--- src/rtl/oled_refresh_sequencer_pkg.sv ---
// Shared types and constants for the SSD1306 refresh sequencer and its byte sender.
// Holds the FSM encodings, the panel init command table and the page-address command bytes.
package oled_seq_pkg;

    typedef enum logic [2:0] {
        ST_IDLE,
        ST_RST_LOW,
        ST_RST_WAIT,
        ST_INIT,
        ST_PAGE_CMD,
        ST_FETCH,
        ST_PAGE_DATA,
        ST_FRAME_END
    } seq_state_t;

    typedef enum logic [1:0] {
        TX_IDLE,
        TX_WAIT,
        TX_ISSUE,
        TX_DRAIN
    } tx_state_t;

    localparam int INIT_LEN = 25;

    localparam logic [7:0] INIT_ROM [INIT_LEN] = '{
        8'hAE, 8'hD5, 8'h80, 8'hA8, 8'h3F, 8'hD3, 8'h00, 8'h40, 8'h8D, 8'h14,
        8'h20, 8'h02, 8'hA1, 8'hC8, 8'hDA, 8'h12, 8'h81, 8'hCF, 8'hD9, 8'hF1,
        8'hDB, 8'h40, 8'hA4, 8'hA6, 8'hAF
    };

    localparam logic [7:0] PAGE_BASE = 8'hB0;
    localparam logic [7:0] COL_LO    = 8'h00;
    localparam logic [7:0] COL_HI    = 8'h10;

endpackage

--- src/rtl/oled_refresh_sequencer_if.sv ---
// Frame-buffer read port and spi_master byte port seen by the refresh sequencer.
// master = sequencer side, slave = frame-buffer RAM / spi_master side.
interface oled_refresh_sequencer_if;

    logic       spi_wr_cmd;
    logic       recv_dc;
    logic [7:0] mosi_data;
    logic       spi_busy;
    logic       fb_rd;
    logic [9:0] fb_addr;
    logic [7:0] fb_data;

    modport master (
        output spi_wr_cmd, recv_dc, mosi_data, fb_rd, fb_addr,
        input  spi_busy, fb_data
    );

    modport slave (
        input  spi_wr_cmd, recv_dc, mosi_data, fb_rd, fb_addr,
        output spi_busy, fb_data
    );

endinterface

--- src/rtl/oled_refresh_sequencer_spi_byte_sender.sv ---
// Hands one byte to spi_master: raise wr until busy is seen, then wait for busy to clear.
// Latency: wr rises the cycle after accept (later if spi_master is still busy); ready only when idle, timeout if no ack.
module spi_byte_sender
    import oled_seq_pkg::*;
#(
    parameter int ACK_TIMEOUT = 255
) (
    input  logic       clk,
    input  logic       nrst,
    input  logic       tx_vld,
    output logic       tx_rdy,
    input  logic [7:0] tx_byte,
    input  logic       tx_dc,
    output logic       tx_done,
    output logic       tx_timeout,
    output logic       spi_wr_cmd,
    output logic       recv_dc,
    output logic [7:0] mosi_data,
    input  logic       spi_busy
);

    localparam int TW = (ACK_TIMEOUT > 1) ? $clog2(ACK_TIMEOUT) : 1;

    tx_state_t     state;
    tx_state_t     nxt;
    logic [TW-1:0] tcnt;
    logic          ack_expired;

    assign ack_expired = (tcnt == TW'(ACK_TIMEOUT - 1));

    always_ff @(posedge clk or negedge nrst) begin
        if (!nrst) state <= TX_IDLE;
        else       state <= nxt;
    end

    always_comb begin
        nxt = state;
        case (state)
            TX_IDLE:  if (tx_vld) nxt = spi_busy ? TX_WAIT : TX_ISSUE;
            TX_WAIT:  if (!spi_busy) nxt = TX_ISSUE;
            TX_ISSUE: begin
                if (spi_busy)         nxt = TX_DRAIN;
                else if (ack_expired) nxt = TX_IDLE;
            end
            TX_DRAIN: if (!spi_busy) nxt = TX_IDLE;
            default:  nxt = TX_IDLE;
        endcase
    end

    always_comb begin
        tx_rdy     = (state == TX_IDLE);
        spi_wr_cmd = (state == TX_ISSUE);
        tx_done    = (state == TX_DRAIN) && !spi_busy;
        tx_timeout = (state == TX_ISSUE) && !spi_busy && ack_expired;
    end

    // Byte and dc are captured once at accept so they stay put through ISSUE and DRAIN.
    always_ff @(posedge clk or negedge nrst) begin
        if (!nrst) begin
            mosi_data <= 8'h00;
            recv_dc   <= 1'b0;
            tcnt      <= '0;
        end else begin
            if (tx_vld && tx_rdy) begin
                mosi_data <= tx_byte;
                recv_dc   <= tx_dc;
            end
            if (state == TX_ISSUE) tcnt <= tcnt + TW'(1);
            else                   tcnt <= '0;
        end
    end

endmodule

--- src/rtl/oled_refresh_sequencer.sv ---
// SSD1306 sequencer: panel reset pulse, init table, then page-by-page frame refresh from the frame buffer.
// Latency: one byte in flight at a time, paced entirely by spi_busy; start is ignored while busy.
module oled_refresh_sequencer
    import oled_seq_pkg::*;
#(
    parameter int RST_LOW_CYCLES  = 1000,
    parameter int RST_WAIT_CYCLES = 1000,
    parameter int ACK_TIMEOUT     = 255,
    parameter int PAGES           = 8,
    parameter int COLS            = 128
) (
    input  logic clk,
    input  logic nrst,
    input  logic start,
    input  logic refresh_en,
    output logic busy,
    output logic init_done,
    output logic frame_done,
    output logic err,
    output logic oled_rst_n,
    oled_refresh_sequencer_if.master bus
);

    localparam int DLY_MAX = (RST_LOW_CYCLES > RST_WAIT_CYCLES) ? RST_LOW_CYCLES : RST_WAIT_CYCLES;
    localparam int DW      = (DLY_MAX > 1) ? $clog2(DLY_MAX) : 1;

    seq_state_t    state;
    seq_state_t    nxt;
    logic [DW-1:0] dly_cnt;
    logic [2:0]    page;
    logic [6:0]    col;
    logic [4:0]    idx;
    logic          tx_pend;
    logic          tx_vld;
    logic          tx_rdy;
    logic          tx_dc;
    logic          tx_done;
    logic          tx_timeout;
    logic [7:0]    tx_byte;
    logic          fb_rd;
    logic          low_end;
    logic          wait_end;
    logic          init_last;
    logic          cmd_last;
    logic          col_last;
    logic          page_last;

    assign low_end   = (int'(dly_cnt) == RST_LOW_CYCLES - 1);
    // The INIT accept cycle counts as the last wait cycle, so wr rises exactly RST_WAIT_CYCLES after release.
    assign wait_end  = (int'(dly_cnt) >= RST_WAIT_CYCLES - 2);
    assign init_last = (int'(idx) == INIT_LEN - 1);
    assign cmd_last  = (idx == 5'd2);
    assign col_last  = (int'(col) == COLS - 1);
    assign page_last = (int'(page) == PAGES - 1);

    assign bus.fb_rd   = fb_rd;
    assign bus.fb_addr = {page, col};

    always_ff @(posedge clk or negedge nrst) begin
        if (!nrst) state <= ST_IDLE;
        else       state <= nxt;
    end

    always_comb begin
        nxt = state;
        if (tx_timeout) begin
            nxt = ST_IDLE;
        end else begin
            case (state)
                ST_IDLE:      if (start) nxt = init_done ? ST_PAGE_CMD : ST_RST_LOW;
                ST_RST_LOW:   if (low_end) nxt = ST_RST_WAIT;
                ST_RST_WAIT:  if (wait_end) nxt = ST_INIT;
                ST_INIT:      if (tx_done && init_last) nxt = ST_PAGE_CMD;
                ST_PAGE_CMD:  if (tx_done && cmd_last) nxt = ST_FETCH;
                ST_FETCH:     nxt = ST_PAGE_DATA;
                ST_PAGE_DATA: begin
                    if (tx_done) begin
                        if (!col_last)      nxt = ST_FETCH;
                        else if (page_last) nxt = ST_FRAME_END;
                        else                nxt = ST_PAGE_CMD;
                    end
                end
                ST_FRAME_END: nxt = refresh_en ? ST_PAGE_CMD : ST_IDLE;
                default:      nxt = ST_IDLE;
            endcase
        end
    end

    always_comb begin
        busy       = (state != ST_IDLE);
        oled_rst_n = (state != ST_RST_LOW);
        fb_rd      = (state == ST_FETCH);
        frame_done = (state == ST_FRAME_END);
        tx_vld     = 1'b0;
        tx_byte    = 8'h00;
        tx_dc      = 1'b0;
        case (state)
            ST_INIT: begin
                tx_vld  = !tx_pend;
                tx_byte = INIT_ROM[idx];
            end
            ST_PAGE_CMD: begin
                tx_vld = !tx_pend;
                case (idx)
                    5'd0:    tx_byte = PAGE_BASE | {5'b00000, page};
                    5'd1:    tx_byte = COL_LO;
                    default: tx_byte = COL_HI;
                endcase
            end
            // fb_data is valid in the first PAGE_DATA cycle, which is exactly when the idle sender accepts it.
            ST_PAGE_DATA: begin
                tx_vld  = !tx_pend;
                tx_byte = bus.fb_data;
                tx_dc   = 1'b1;
            end
            default: ;
        endcase
    end

    always_ff @(posedge clk or negedge nrst) begin
        if (!nrst) begin
            dly_cnt   <= '0;
            page      <= 3'd0;
            col       <= 7'd0;
            idx       <= 5'd0;
            tx_pend   <= 1'b0;
            init_done <= 1'b0;
            err       <= 1'b0;
        end else begin
            if (tx_vld && tx_rdy)          tx_pend <= 1'b1;
            else if (tx_done || tx_timeout) tx_pend <= 1'b0;

            if (tx_timeout) err <= 1'b1;

            if ((state == ST_RST_LOW || state == ST_RST_WAIT) && nxt == state)
                dly_cnt <= dly_cnt + DW'(1);
            else
                dly_cnt <= '0;

            case (state)
                ST_IDLE, ST_FRAME_END: begin
                    page <= 3'd0;
                    col  <= 7'd0;
                    idx  <= 5'd0;
                end
                ST_INIT: begin
                    if (tx_done) begin
                        if (init_last) begin
                            init_done <= 1'b1;
                            idx       <= 5'd0;
                        end else begin
                            idx <= idx + 5'd1;
                        end
                    end
                end
                ST_PAGE_CMD: if (tx_done) idx <= cmd_last ? 5'd0 : idx + 5'd1;
                ST_PAGE_DATA: begin
                    if (tx_done) begin
                        if (col_last) begin
                            col  <= 7'd0;
                            page <= page_last ? 3'd0 : page + 3'd1;
                        end else begin
                            col <= col + 7'd1;
                        end
                    end
                end
                default: ;
            endcase
        end
    end

    spi_byte_sender #(
        .ACK_TIMEOUT (ACK_TIMEOUT)
    ) u_sender (
        .clk        (clk),
        .nrst       (nrst),
        .tx_vld     (tx_vld),
        .tx_rdy     (tx_rdy),
        .tx_byte    (tx_byte),
        .tx_dc      (tx_dc),
        .tx_done    (tx_done),
        .tx_timeout (tx_timeout),
        .spi_wr_cmd (bus.spi_wr_cmd),
        .recv_dc    (bus.recv_dc),
        .mosi_data  (bus.mosi_data),
        .spi_busy   (bus.spi_busy)
    );

endmodule

--- src/flat_wrapper.sv ---
// flat-port wrapper written by rule: the top's interface ports become plain ports
module oled_refresh_sequencer_flat import oled_seq_pkg::*;
#(
    parameter int RST_LOW_CYCLES  = 1000,
    parameter int RST_WAIT_CYCLES = 1000,
    parameter int ACK_TIMEOUT     = 255,
    parameter int PAGES           = 8,
    parameter int COLS            = 128
)
  (clk, nrst, start, refresh_en, busy, init_done, frame_done, err, oled_rst_n, bus_spi_wr_cmd, bus_recv_dc, bus_mosi_data, bus_fb_rd, bus_fb_addr, bus_spi_busy, bus_fb_data);
  oled_refresh_sequencer_if bus_i ();
  input  logic clk;
  input  logic nrst;
  input  logic start;
  input  logic refresh_en;
  output logic busy;
  output logic init_done;
  output logic frame_done;
  output logic err;
  output logic oled_rst_n;
  output wire logic [$bits(bus_i.spi_wr_cmd)-1:0] bus_spi_wr_cmd;
  output wire logic [$bits(bus_i.recv_dc)-1:0] bus_recv_dc;
  output wire logic [$bits(bus_i.mosi_data)-1:0] bus_mosi_data;
  output wire logic [$bits(bus_i.fb_rd)-1:0] bus_fb_rd;
  output wire logic [$bits(bus_i.fb_addr)-1:0] bus_fb_addr;
  input wire logic [$bits(bus_i.spi_busy)-1:0] bus_spi_busy;
  input wire logic [$bits(bus_i.fb_data)-1:0] bus_fb_data;
  assign bus_spi_wr_cmd = bus_i.spi_wr_cmd;
  assign bus_recv_dc = bus_i.recv_dc;
  assign bus_mosi_data = bus_i.mosi_data;
  assign bus_fb_rd = bus_i.fb_rd;
  assign bus_fb_addr = bus_i.fb_addr;
  assign bus_i.spi_busy = bus_spi_busy;
  assign bus_i.fb_data = bus_fb_data;
  oled_refresh_sequencer #(.RST_LOW_CYCLES(RST_LOW_CYCLES), .RST_WAIT_CYCLES(RST_WAIT_CYCLES), .ACK_TIMEOUT(ACK_TIMEOUT), .PAGES(PAGES), .COLS(COLS)) u_core (.clk(clk), .nrst(nrst), .start(start), .refresh_en(refresh_en), .busy(busy), .init_done(init_done), .frame_done(frame_done), .err(err), .oled_rst_n(oled_rst_n), .bus(bus_i));
endmodule
--- config.mk ---
export PLATFORM = sky130hd
export DESIGN_NAME = oled_refresh_sequencer_flat
export DESIGN_NICKNAME = d
export VERILOG_FILES = /design/src/rtl/oled_refresh_sequencer_pkg.sv /design/src/rtl/oled_refresh_sequencer_if.sv /design/src/rtl/oled_refresh_sequencer_spi_byte_sender.sv /design/src/rtl/oled_refresh_sequencer.sv /design/src/flat_wrapper.sv
export SDC_FILE = /design/constraint.sdc
export NUM_CORES = 1
export LEC_CHECK = 0
export CAP_MARGIN = 40
export CORE_UTILIZATION = 47
export DETAILED_ROUTE_END_ITERATION = 12
export MAX_ROUTING_LAYER = met4
export PLACE_DENSITY = 0.75
export SYNTH_ARGS = -nofsm -noshare
export SYNTH_HDL_FRONTEND = slang
export SYNTH_SLANG_ARGS = --single-unit
--- constraint.sdc ---
create_clock -name clk -period 3.4 [get_ports clk]
set_input_delay 0.51 -clock clk [delete_from_list [all_inputs] [get_ports clk]]
set_output_delay 0.51 -clock clk [all_outputs]
set_load 0.1 [all_outputs]
# Word-level counts from Yosys, hierarchy flattened
# Memory sizes are Yosys's and may differ from the RTL's.
# Index checks and enable logic that the tools add are counted.
[word_totals] memories=1 elab_cells=114 mem_bits_ro=256 reg_bits=50 input_bits=13
[memory_table] memory="(no name shown)" words=32 width=8 read_ports=1 rd_ports_with_merged_regs=0 write_ports=0 line_no="oled_refresh_sequencer.sv:100" source="tx_byte = INIT_ROM[idx];"
[classes] n_eq_ne=27 n_mux=41 order_cmp=2 n_bitwise=1 addsub=5 reduce_logical=25
[ops] cell="3-bit two-way mux" count=13
[ops] cell="8-bit two-way mux" count=3
[ops] cell="3-bit case mux with 8 select lines" count=1
[ops] cell="8-bit case mux with 3 select lines" count=1
[ops] cell="5-bit two-way mux" count=4
[ops] cell="8-bit case mux with 2 select lines" count=1
[ops] cell="5-bit case mux with 3 select lines" count=1
[ops] cell="2-bit two-way mux" count=7
[ops] cell="7-bit two-way mux" count=2
[ops] cell="7-bit case mux with 2 select lines" count=1
[ops] cell="3-bit equality test, second input constant" count=4
[ops] cell="10-bit by 1-bit adder with 10-bit output, second input constant" count=1
[ops] cell="10-bit by 6-bit equality test with 1-bit output, second input constant" count=1
[ops] cell="10-bit greater-or-equal comparator, second input constant" count=1
[ops] cell="10-bit two-way mux" count=1
[ops] cell="2-bit by 1-bit != test with 1-bit output, second input constant" count=5
[ops] cell="3-bit AND reduction" count=3
[ops] cell="8-bit by 1-bit adder with 8-bit output, second input constant" count=1
[ops] cell="8-bit equality test, second input constant" count=1
[ops] cell="2-bit case mux with 4 select lines" count=1
[ops] cell="7-bit by 1-bit adder with 7-bit output, second input constant" count=1
[ops] cell="7-bit by 1-bit equality test with 1-bit output, second input constant" count=1
[ops] cell="1-bit logical AND" count=7
[ops] cell="3-bit by 1-bit equality test with 1-bit output, second input constant" count=2
[ops] cell="26 further kinds" count=37

# Depth between registers and ports, before layout
# Gate-level depths: netlist of run 1.
[depth] ltp_word=9 ltp_mapped=9

# Modules after synthesis
# Synthesis of run 1 repeated with hierarchy kept, for this count alone.
[hier_totals] hier_cells=346 hier_area_um2=3148.0
[modules_own_cells] mod="oled_refresh_sequencer" area_each_um2=2321.0 cells_per_inst=276 n_inst=1 seq_area_each_um2=775.7
[modules_own_cells] mod="spi_byte_sender" area_each_um2=827.0 cells_per_inst=70 n_inst=1 seq_area_each_um2=475.5

# Worst setup path before layout of run 1
# Ideal clock, no wire load.
[synth_timing] path_type="flip-flop to output port" from="register u_core.state[1]" to="output port bus_fb_rd" path_slack_ps=205 path_stages_with_launch=3 arrival_time_ps=2685 required_ps=2890 path_cell_list="dfrtp_1 > buf_2 > nor3_1"
[synth_via] elab_chain_cells=1
[synth_lines] item="start, declared" line_no="oled_refresh_sequencer.sv:27" source="seq_state_t state;"
[synth_lines] item="start signal, assigned" line_no="oled_refresh_sequencer.sv:61" source="else state <= nxt;"
[synth_lines] item="3-bit equality test" line_no="oled_refresh_sequencer.sv:92" source="fb_rd = (state == ST_FETCH);"
[synth_lines] item="end, declared" line_no="flat_wrapper.sv:24" source="output wire logic [$bits(bus_i.fb_rd)-1:0] bus_fb_rd;"
# Every way passes these cells.

# Final worst setup path of run 1
[layout_timing] from="register u_core.state[2]" to="output port bus_fb_rd"
# The elaborated chain is that of the path after synthesis.

==> results.txt, run 1 <==
DR vias/cell = 5.658
Crit-path max cell delay = 0.72 ns
Detail Route Antenna Nets = 0
Synth cell types = 63
CP max FO = 19
Post-synth EDFFs = 0
CTS-repair resized insts = 0
Worst-Margin Slew = 0.7237 ns
Fin crit share = 0.6931
Most frequent cells in the layout = dfrtp_1, nor2_1, clkdlybuf4s50_1, nand2_1, buf_8
Min cycle time layout = 2.357 ns
Initial antenna violation count = 0
Ys Warns = 0
Max Root-Sink Buffers = 2
IO Count = 39
Most common cell after layout, fill and taps aside = dfrtp_1
Post-CTS Setup Bufs = 0
XOR/XNOR share of the synthesized area = 0.05292
DR pass1 iterations = 4
Final #Nets = 410
LEAKAGE = 1.685 nW
CTS clk-pin slew, worst paths = 0.09 ns
CP Cell Sequence = inv_1 > nor3_1 > buf_4
Detail Placement HPWL = 5071 um
Seq/Total Area, Yosys = 0.3979
RSZ-0062 raised after global routing = false
Mapped Avg Cell Area = 9.358 um^2
Grt total ovfl = 0
Worst skew pair latency = 0.30 ns
WL/cell = 14.90 um
Mapped Cells = 336
Synthesized area = 3144 um^2
P per Cell Area = 591.9 nW/um^2
CTS Buf Count = 5
Clock Skews = 0.005049 ns
1st-iter DRT viols = 177
Die ar. = 7021 um^2
Slowest-stage cell, CP = dfrtp_1
Filler Cells Inserted = 532
Power Total = 2.313 mW
TritonCTS clock tree = done
Setup Slack @ Placement = 1.147 ns
Peak VDD IR = 0.7793 mV
First-pass GRT wire length = 11960 um
Kind of critical path = flop to output pin
H-tree Lvls = 2
Critical Path AT = 1.85 ns
Worst slew margin = 0.5176
Core area = 6386 um^2
Ratio of cells with drive above 1 in the final layout = 0.1481
Flops & latches, synth = 50
Area Growth Syn to Fin = 24.27%
Top_reg_cell synth = dfrtp_1
Compound-cell area share of the yosys netlist = 0.1934
Residual DRC = 0
HP Class = input port to asynchronous set/reset pin
Final setup TNS = 0 ns
Gr usage total = 0.2159
Starting density of the core = 0.4924
Simple-Gate Fraction of Synth Area = 0.2272
CP Data Required Time = 2.89 ns
R2R Setup Slk = 1.23 ns
Sink Count = 50
Vias in the first global route = 2538
Main combinational cell family by area after synthesis = simple AND/OR/NAND/NOR gates
Max cap viols = 0
WL final = 6885 um
Post-synth ARST share = 1.000
Critical Path End Type = output pin
Util after Layout = 0.6119
Slack of the critical path = 1.043 ns
Dpl cells = 454
Non-filler cells, final = 462
Status = completed
# rows = 29
Achievable Freq = 424.3 MHz
Largest net degree at the start of global routing = 27
Vias = 2614
Antenna Cells = 0
Die Span Y = 83.79 um
CTS Hold Bufs = 0
Mux share of post-synthesis cell area = 0.01791
Chip Width = 83.79 um
Worst setup SP type = flop
Port buffer count = 38
Synthesized-area fraction occupied by adder cells = 0.05173
Final RePlAce weighted congestion = 0.8868
Max Slew Vio Count = 0
Clk root buf = clkbuf_8
Final Hold Viols = 0
Setup Viol. Count Final = 0
Synth Net Count = 362
[per-stage QoR]
step / hold WS (ns) / instance area (um^2)
2_1_floorplan: 0.2144 / 3144
3_3_place_gp: 0.4642 / 3486
3_5_place_dp: 0.4627 / 3801
4_1_cts: 0.2072 / 3908
5_1_grt: 0.2415 / 3908
6_report: 0.1916 / 3908
[where the power goes]
group          internal (mW)  total (mW)  switching (mW)
clock                  0.220       0.410           0.190
combinational          0.396        1.11           0.714
sequential             0.687       0.793           0.106
[area by class of cell]
cell class,instances,area [um^2],area share
multi-input cells,252,1708,0.4371
flip-flops and latches,50,1251,0.3202
repair buffers,61,693.2,0.1774
well taps,77,96.34,0.02466
clock buffers,7,76.32,0.01953
inverters,14,52.55,0.01345
clock inverters,1,30.03,0.007685
[final timing paths]
kind	start	to	cells after the start
max reg2reg	u_core.idx[0]	u_core.idx[4]	7
min in group clk	u_core.dly_cnt[0]	u_core.dly_cnt[0]	1
min	nrst	u_core.u_sender.mosi_data[5]	1
max	u_core.state[2]	bus_fb_rd	3
min reg2reg	u_core.dly_cnt[0]	u_core.dly_cnt[0]	1
max in group asynchronous	nrst	u_core.dly_cnt[7]	2
[cell usage after synthesis, types with 5 or more instances]
| library cell | count | area (um^2) |
|---|---|---|
| xnor2_1 | 6 | 52.55 |
| buf_2 | 9 | 45.04 |
| nand3_1 | 13 | 65.06 |
| a21oi_1 | 12 | 60.06 |
| a22oi_1 | 7 | 52.55 |
| buf_6 | 6 | 67.56 |
| nand2_1 | 30 | 112.6 |
| o21ai_0 | 14 | 70.07 |
| nor2_1 | 45 | 168.9 |
| and3_1 | 6 | 37.54 |
| ha_1 | 13 | 162.7 |
| xor2_1 | 13 | 113.9 |
| dfrtp_1 | 50 | 1251 |
| nand4_1 | 7 | 43.79 |
| inv_1 | 14 | 52.55 |
| a31oi_1 | 11 | 68.82 |
| nand2b_1 | 5 | 31.28 |
[state kept, by name, summed over array words and instances, names as in the netlist]
name and flops:
u_core.dly_cnt 10, u_core.u_sender.mosi_data 8, u_core.u_sender.tcnt 8, u_core.col 7
u_core.idx 5, u_core.page 3, u_core.state 3, u_core.u_sender.state 2
u_core.err 1, u_core.init_done 1, u_core.tx_pend 1, u_core.u_sender.recv_dc 1
[routing by layer]
metal	part of all wire	global-route usage	wire length (um)	up-vias
met1	0.46	0.2719	3160	1240
met3	0.039	0.03165	270	10
met2	0.49	0.3614	3357	70
li1	-	-	-	1294
met5	0	-	0	-
met4	0.014	0.06471	96	0
[critical path: cells and delay by family (launching register included)]
kind,cells,cell delay [ns]
buf+inv,2,0.56
flops,1,0.72
simple gates,1,0.25
[kinds of logic (layout without fill, tap and decap cells)]
logic type,Yosys count,after routing
adders and majority gates,13,13
xor gates and xnor gates,19,19
DFF,50,50
muxes,4,4
buffers and inverters,34,83
and+or+nand+nor,135,135
AOI/OAI and AO/OA,81,81
No activity file was read; power rests on OpenSTA's default activity.
==> run 2, diff against run 1 <==
- PLACE_DENSITY: 0.75 -> 0.78
- clock period: 3.4 -> 2.1 ns (I/O delays scaled with it)
==> run 2 against run 1 <==
Against the previous run: count of clock-buffer cells in the layout fell by 1; sequential power rose by 60%; sequential cell count did not move; clock skew rose by 0.0069 ns; critical path depth did not move; register-to-register slack got worse by 1.1 ns; largest cell class unchanged.
==> results.txt, run 2 (synthesis results as in run 1) <==
Status = completed
Max reg flops = 10
CP Cell Sequence = or3_1 > buf_4 > buf_12
IO Count = 39
Register area = 1256 um^2
Gr usage total = 0.2147
WL/cell = 15.47 um
Max Slew Vio Count = 0
Largest net degree at the start of global routing = 34
CP max FO = 15
Peak VDD IR = 1.228 mV
Largest registers = u_core.dly_cnt: 10 flops, u_core.u_sender.mosi_data: 8 flops, u_core.u_sender.tcnt: 8 flops
P per Cell Area = 942.2 nW/um^2
Setup Slack @ Placement = 0.1645 ns
Critical Path AT = 1.74 ns
Final #Nets = 410
DR pass1 iterations = 5
Min cycle time layout = 2.053 ns
Sink Count = 50
Grt total ovfl = 0
# rows = 29
Critical Path End Type = output pin
Most frequent cells in the layout = dfrtp_1, nor2_1, buf_4, nand2_1
Port buffer count = 38
First-pass GRT wire length = 11830 um
Detail Placement HPWL = 5238 um
Hold slack = 0.4746 ns
CP Data Required Time = 1.78 ns
Ratio of cells with drive above 1 in the final layout = 0.2208
1st-iter DRT viols = 158
Clock Skews = 0.01195 ns
Setup Viol. Count Final = 0
Final RePlAce weighted congestion = 0.8927
Chip Width = 83.79 um
Die Span Y = 83.79 um
Slowest-stage cell, CP = dfrtp_1
H-tree Lvls = 2
Max cap viols = 0
Vias = 2631
Cell area after layout = 3784 um^2
Worst slew margin = 0.6649
CTS Buf Count = 5
LEAKAGE = 1.688 nW
Multi-input gate area = 1718 um^2
Worst skew pair latency = 0.31 ns
DR vias/cell = 5.695
Vias in the first global route = 2535
Slack of the critical path = 0.04669 ns
Dpl cells = 453
Clk root buf = clkbuf_8
Detail Route Antenna Nets = 0
RSZ-0062 raised after global routing = false
Delay-heaviest family, CP = flip-flops
Non-filler cells, final = 462
Largest Register = u_core.dly_cnt
Max Root-Sink Buffers = 2
Worst setup SP type = flop
Fin crit share = 0.9778
HP Class = input port to asynchronous set/reset pin
Kind of critical path = flop to output pin
Residual DRC = 0
Filler Cells Inserted = 582
Most common cell after layout, fill and taps aside = dfrtp_1
WL final = 7145 um
Power Total = 3.565 mW
Area Growth Syn to Fin = 20.33%
TritonCTS clock tree = done
Initial antenna violation count = 0
Final Hold Viols = 0
R2R Path Start = u_core.state[2]
Crit path launch = u_core.state[2]
Crit-path max cell delay = 0.57 ns
Post-CTS Setup Bufs = 0
CTS clk-pin slew, worst paths = 0.10 ns
Core area = 6386 um^2
CP Buf/Inv Count = 2
Area after DPL = 3666 um^2
Worst-Margin Slew = 0.5027 ns
Starting density of the core = 0.4924
Die ar. = 7021 um^2
Antenna Cells = 0
Achievable Freq = 487.0 MHz
run 2: cell types whose count changed in the layout (fill, tap and decap cells not counted), sizes merged:
cell / delta
buf: +20
clkinv: +2
bufinv: -1
clkbuf: -1
dlygate4sd3: +1
clkdlybuf4s50: -21
run 2: layer usage:
layer / global-route usage / wire length, um
met1: 0.2850 / 3319
met2: 0.3370 / 3358
met3: 0.04352 / 410
met4: 0.05701 / 55
met5: - / 0
run 2: worst paths after layout:
check	to	slack [ns]	depth (start not counted)
worst max register to register	u_core.idx[4]	0.13	5
worst min register to register	u_core.dly_cnt[0]	0.49	1
min in group clk	u_core.dly_cnt[0]	0.49	1
worst max-delay path	busy	0.05	3
worst min-delay path	u_core.u_sender.mosi_data[6]	0.47	2
max in group asynchronous	u_core.col[1]	1.09	3
run 2: worst register-to-register path, cell delays in order (launching register included):
cell and delay, ns:
dfrtp_1 0.57, buf_4 0.25, and3b_1 0.41, a32oi_2 0.14, or2_4 0.29, o31ai_2 0.23
run 2: final cells by class:
class                      instances  share of cell area
sequential                        50              0.3320
tap                               77             0.02546
clock buffer                       6             0.02183
timing repair buffer              61              0.1481
multi-input combinational        252              0.4540
inverter                          14             0.01389
clock inverter                     2            0.004630
run 2: timing repair:
action | 4_1_cts | 5_1_grt
setup endpoints to repair | 0 | 4
resized for setup | 0 | 3
endpoints found under the hold margin | 17 | 0
hold buffers | 1 | 0
run 2: stage by stage:
step | utilization | setup TNS, ns
floorplan | - | -0.05069
global route | 0.5925 | 0
CTS | 0.5913 | 0
global placement | 0.5741 | 0
detailed placement | 0.5741 | 0
finish | 0.5925 | 0
run 2: power breakdown:
part | switching [mW] | leakage, nW | internal, mW
clock network | 0.342 | 0.0514 | 0.272
logic | 1.17 | 0.982 | 0.509
registers | 0.159 | 0.655 | 1.11
total | 1.67 | 1.69 | 1.90
==> run 3, diff against run 2 <==
- PLACE_DENSITY: 0.78 -> 0.83
==> run 3 against run 2 <==
Against the previous run: maximum frequency rose by 1.8%; global-route usage rose by 0.96 points; register-to-register slack barely moved; critical path depth rose by 1; first-iteration DRC count rose by 34%; critical endpoint is now frame_done; the run now ends with hold timing left; combinational power barely moved; worst hold slack got worse by 0.49 ns; core utilization fell by 0.74 points; final cell count fell by 0.87%; sequential power barely moved; sequential cell count did not move.
==> results.txt, run 3 (synthesis results as in run 1) <==
Status = finished with violations
Failing checks = hold timing
Cell-internal power = 1.843 mW
Detail Route Antenna Nets = 0
TritonCTS clock tree = done
Achievable Freq = 495.8 MHz
CTS Hold Bufs = 0
IO Count = 39
Setup Viol. Count Final = 0
Max reg flops = 10
Worst skew pair latency = 0.31 ns
Max cap viols = 0
Post-CTS Setup Bufs = 0
DR pass1 iterations = 4
FF-to-FF path depth = 7
Largest registers = u_core.dly_cnt: 10 flops, u_core.u_sender.mosi_data: 8 flops, u_core.u_sender.tcnt: 8 flops
CTS clk-pin slew, worst paths = 0.09 ns
Worst-Margin Slew = 0.5662 ns
Sw frac = 0.4760
Most frequent cells in the layout = dfrtp_1, nor2_1, buf_4, nand2_1
Largest net degree at the start of global routing = 30
CP max FO = 16
Delay-heaviest family, CP = flip-flops
HP Class = input port to asynchronous set/reset pin
Min cycle time layout = 2.017 ns
Max Slew Vio Count = 0
Final RePlAce weighted congestion = 0.9619
Ratio of cells with drive above 1 in the final layout = 0.2073
Crit path launch = u_core.state[2]
WL final = 7354 um
CTS-repair resized insts = 0
CP Cell Sequence = buf_4 > nand3_1 > inv_1 > buf_12
Residual DRC = 0
1st-iter DRT viols = 211
Vias in the first global route = 2653
Final #Nets = 407
Worst slew margin = 0.6226
Largest Register = u_core.dly_cnt
Hold slack = -0.01437 ns
Register area = 1254 um^2
Slack of the critical path = 0.08307 ns
Die ar. = 7021 um^2
Vias = 2700
Antenna Cells = 0
Crit-path max cell delay = 0.69 ns
Sink Count = 50
Kind of critical path = flop to output pin
CP Buf/Inv Count = 3
Grt total ovfl = 0
H-tree Lvls = 2
Combinational share of power = 0.477
Clock Skews = 0.003646 ns
Power Total = 3.518 mW
Sequential power share = 0.362
Critical Path End Type = output pin
Clk root buf = clkbuf_8
P_sw = 1.674 mW
Clk network pwr share = 0.160
Starting density of the core = 0.4924
P per Cell Area = 941.5 nW/um^2
Initial antenna violation count = 0
CP Data Required Time = 1.78 ns
Core area = 6386 um^2
R2R Path Start = u_core.idx[0]
Detail Placement HPWL = 5374 um
Util after Layout = 0.5850
Critical Path AT = 1.70 ns
Max Root-Sink Buffers = 2
Final Hold Viols = 21
LEAKAGE = 1.665 nW
# rows = 29
Most common cell after layout, fill and taps aside = dfrtp_1
Area Growth Syn to Fin = 18.82%
Multi-input gate area = 1718 um^2
Worst setup SP type = flop
DR vias/cell = 5.895
First-pass GRT wire length = 12460 um
Filler Cells Inserted = 573
Peak VDD IR = 0.9603 mV
Crit path depth = 4
Port buffer count = 38
Die Span Y = 83.79 um
Gr usage total = 0.2243
CTS Buf Count = 5
Fin crit share = 0.9604
Setup Slack @ Placement = 0.1172 ns
Chip Width = 83.79 um
WL/cell = 16.06 um
Slowest-stage cell, CP = dfrtp_1
run 3: final timing paths:
| check | to | slack [ns] |
|---|---|---|
| min in group clk | u_core.dly_cnt[0] | 0.48 |
| worst min-delay path | u_core.u_sender.mosi_data[4] | -0.01 |
| max in group asynchronous | u_core.dly_cnt[9] | 1.57 |
| worst min register to register | u_core.dly_cnt[0] | 0.48 |
| worst max register to register | u_core.idx[4] | 0.14 |
| worst max-delay path | frame_done | 0.08 |
run 3: power by group through the flow:
stage	Sequential [mW]	Clock [mW]	Combinational, mW
2_1_floorplan	1.84	0	0.684
3_3_place_gp	1.28	0	1.63
3_5_place_dp	1.29	0	1.67
4_1_cts	1.27	0.557	1.67
5_1_grt	1.30	0.591	1.77
6_report	1.27	0.565	1.68
run 3: area by class of cell:
cell class	count	share of cell area
flip-flops and latches	50	0.3356
multi-input cells	252	0.4598
clock buffers	6	0.01942
inverters	14	0.01407
clock inverters	1	0.002009
well taps	77	0.02579
repair buffers	58	0.1433
run 3: routing by layer:
metal / track usage / vias to the layer above / routed length (um)
met5: - / - / 0
met4: 0.07242 / 0 / 142
met3: 0.03561 / 14 / 393
met2: 0.3636 / 89 / 3527
met1: 0.2888 / 1314 / 3290
li1: - / 1283 / -
run 3: metrics by stage:
step / cell area, um^2 / instances / setup TNS [ns]
final: 3736 / 458 / 0
after global routing: 3736 / 458 / -0.002865
after CTS: 3731 / 458 / 0
after detailed placement: 3651 / 451 / 0
after global placement: 3651 / 451 / 0
after floorplan: 3152 / 336 / -0.05069
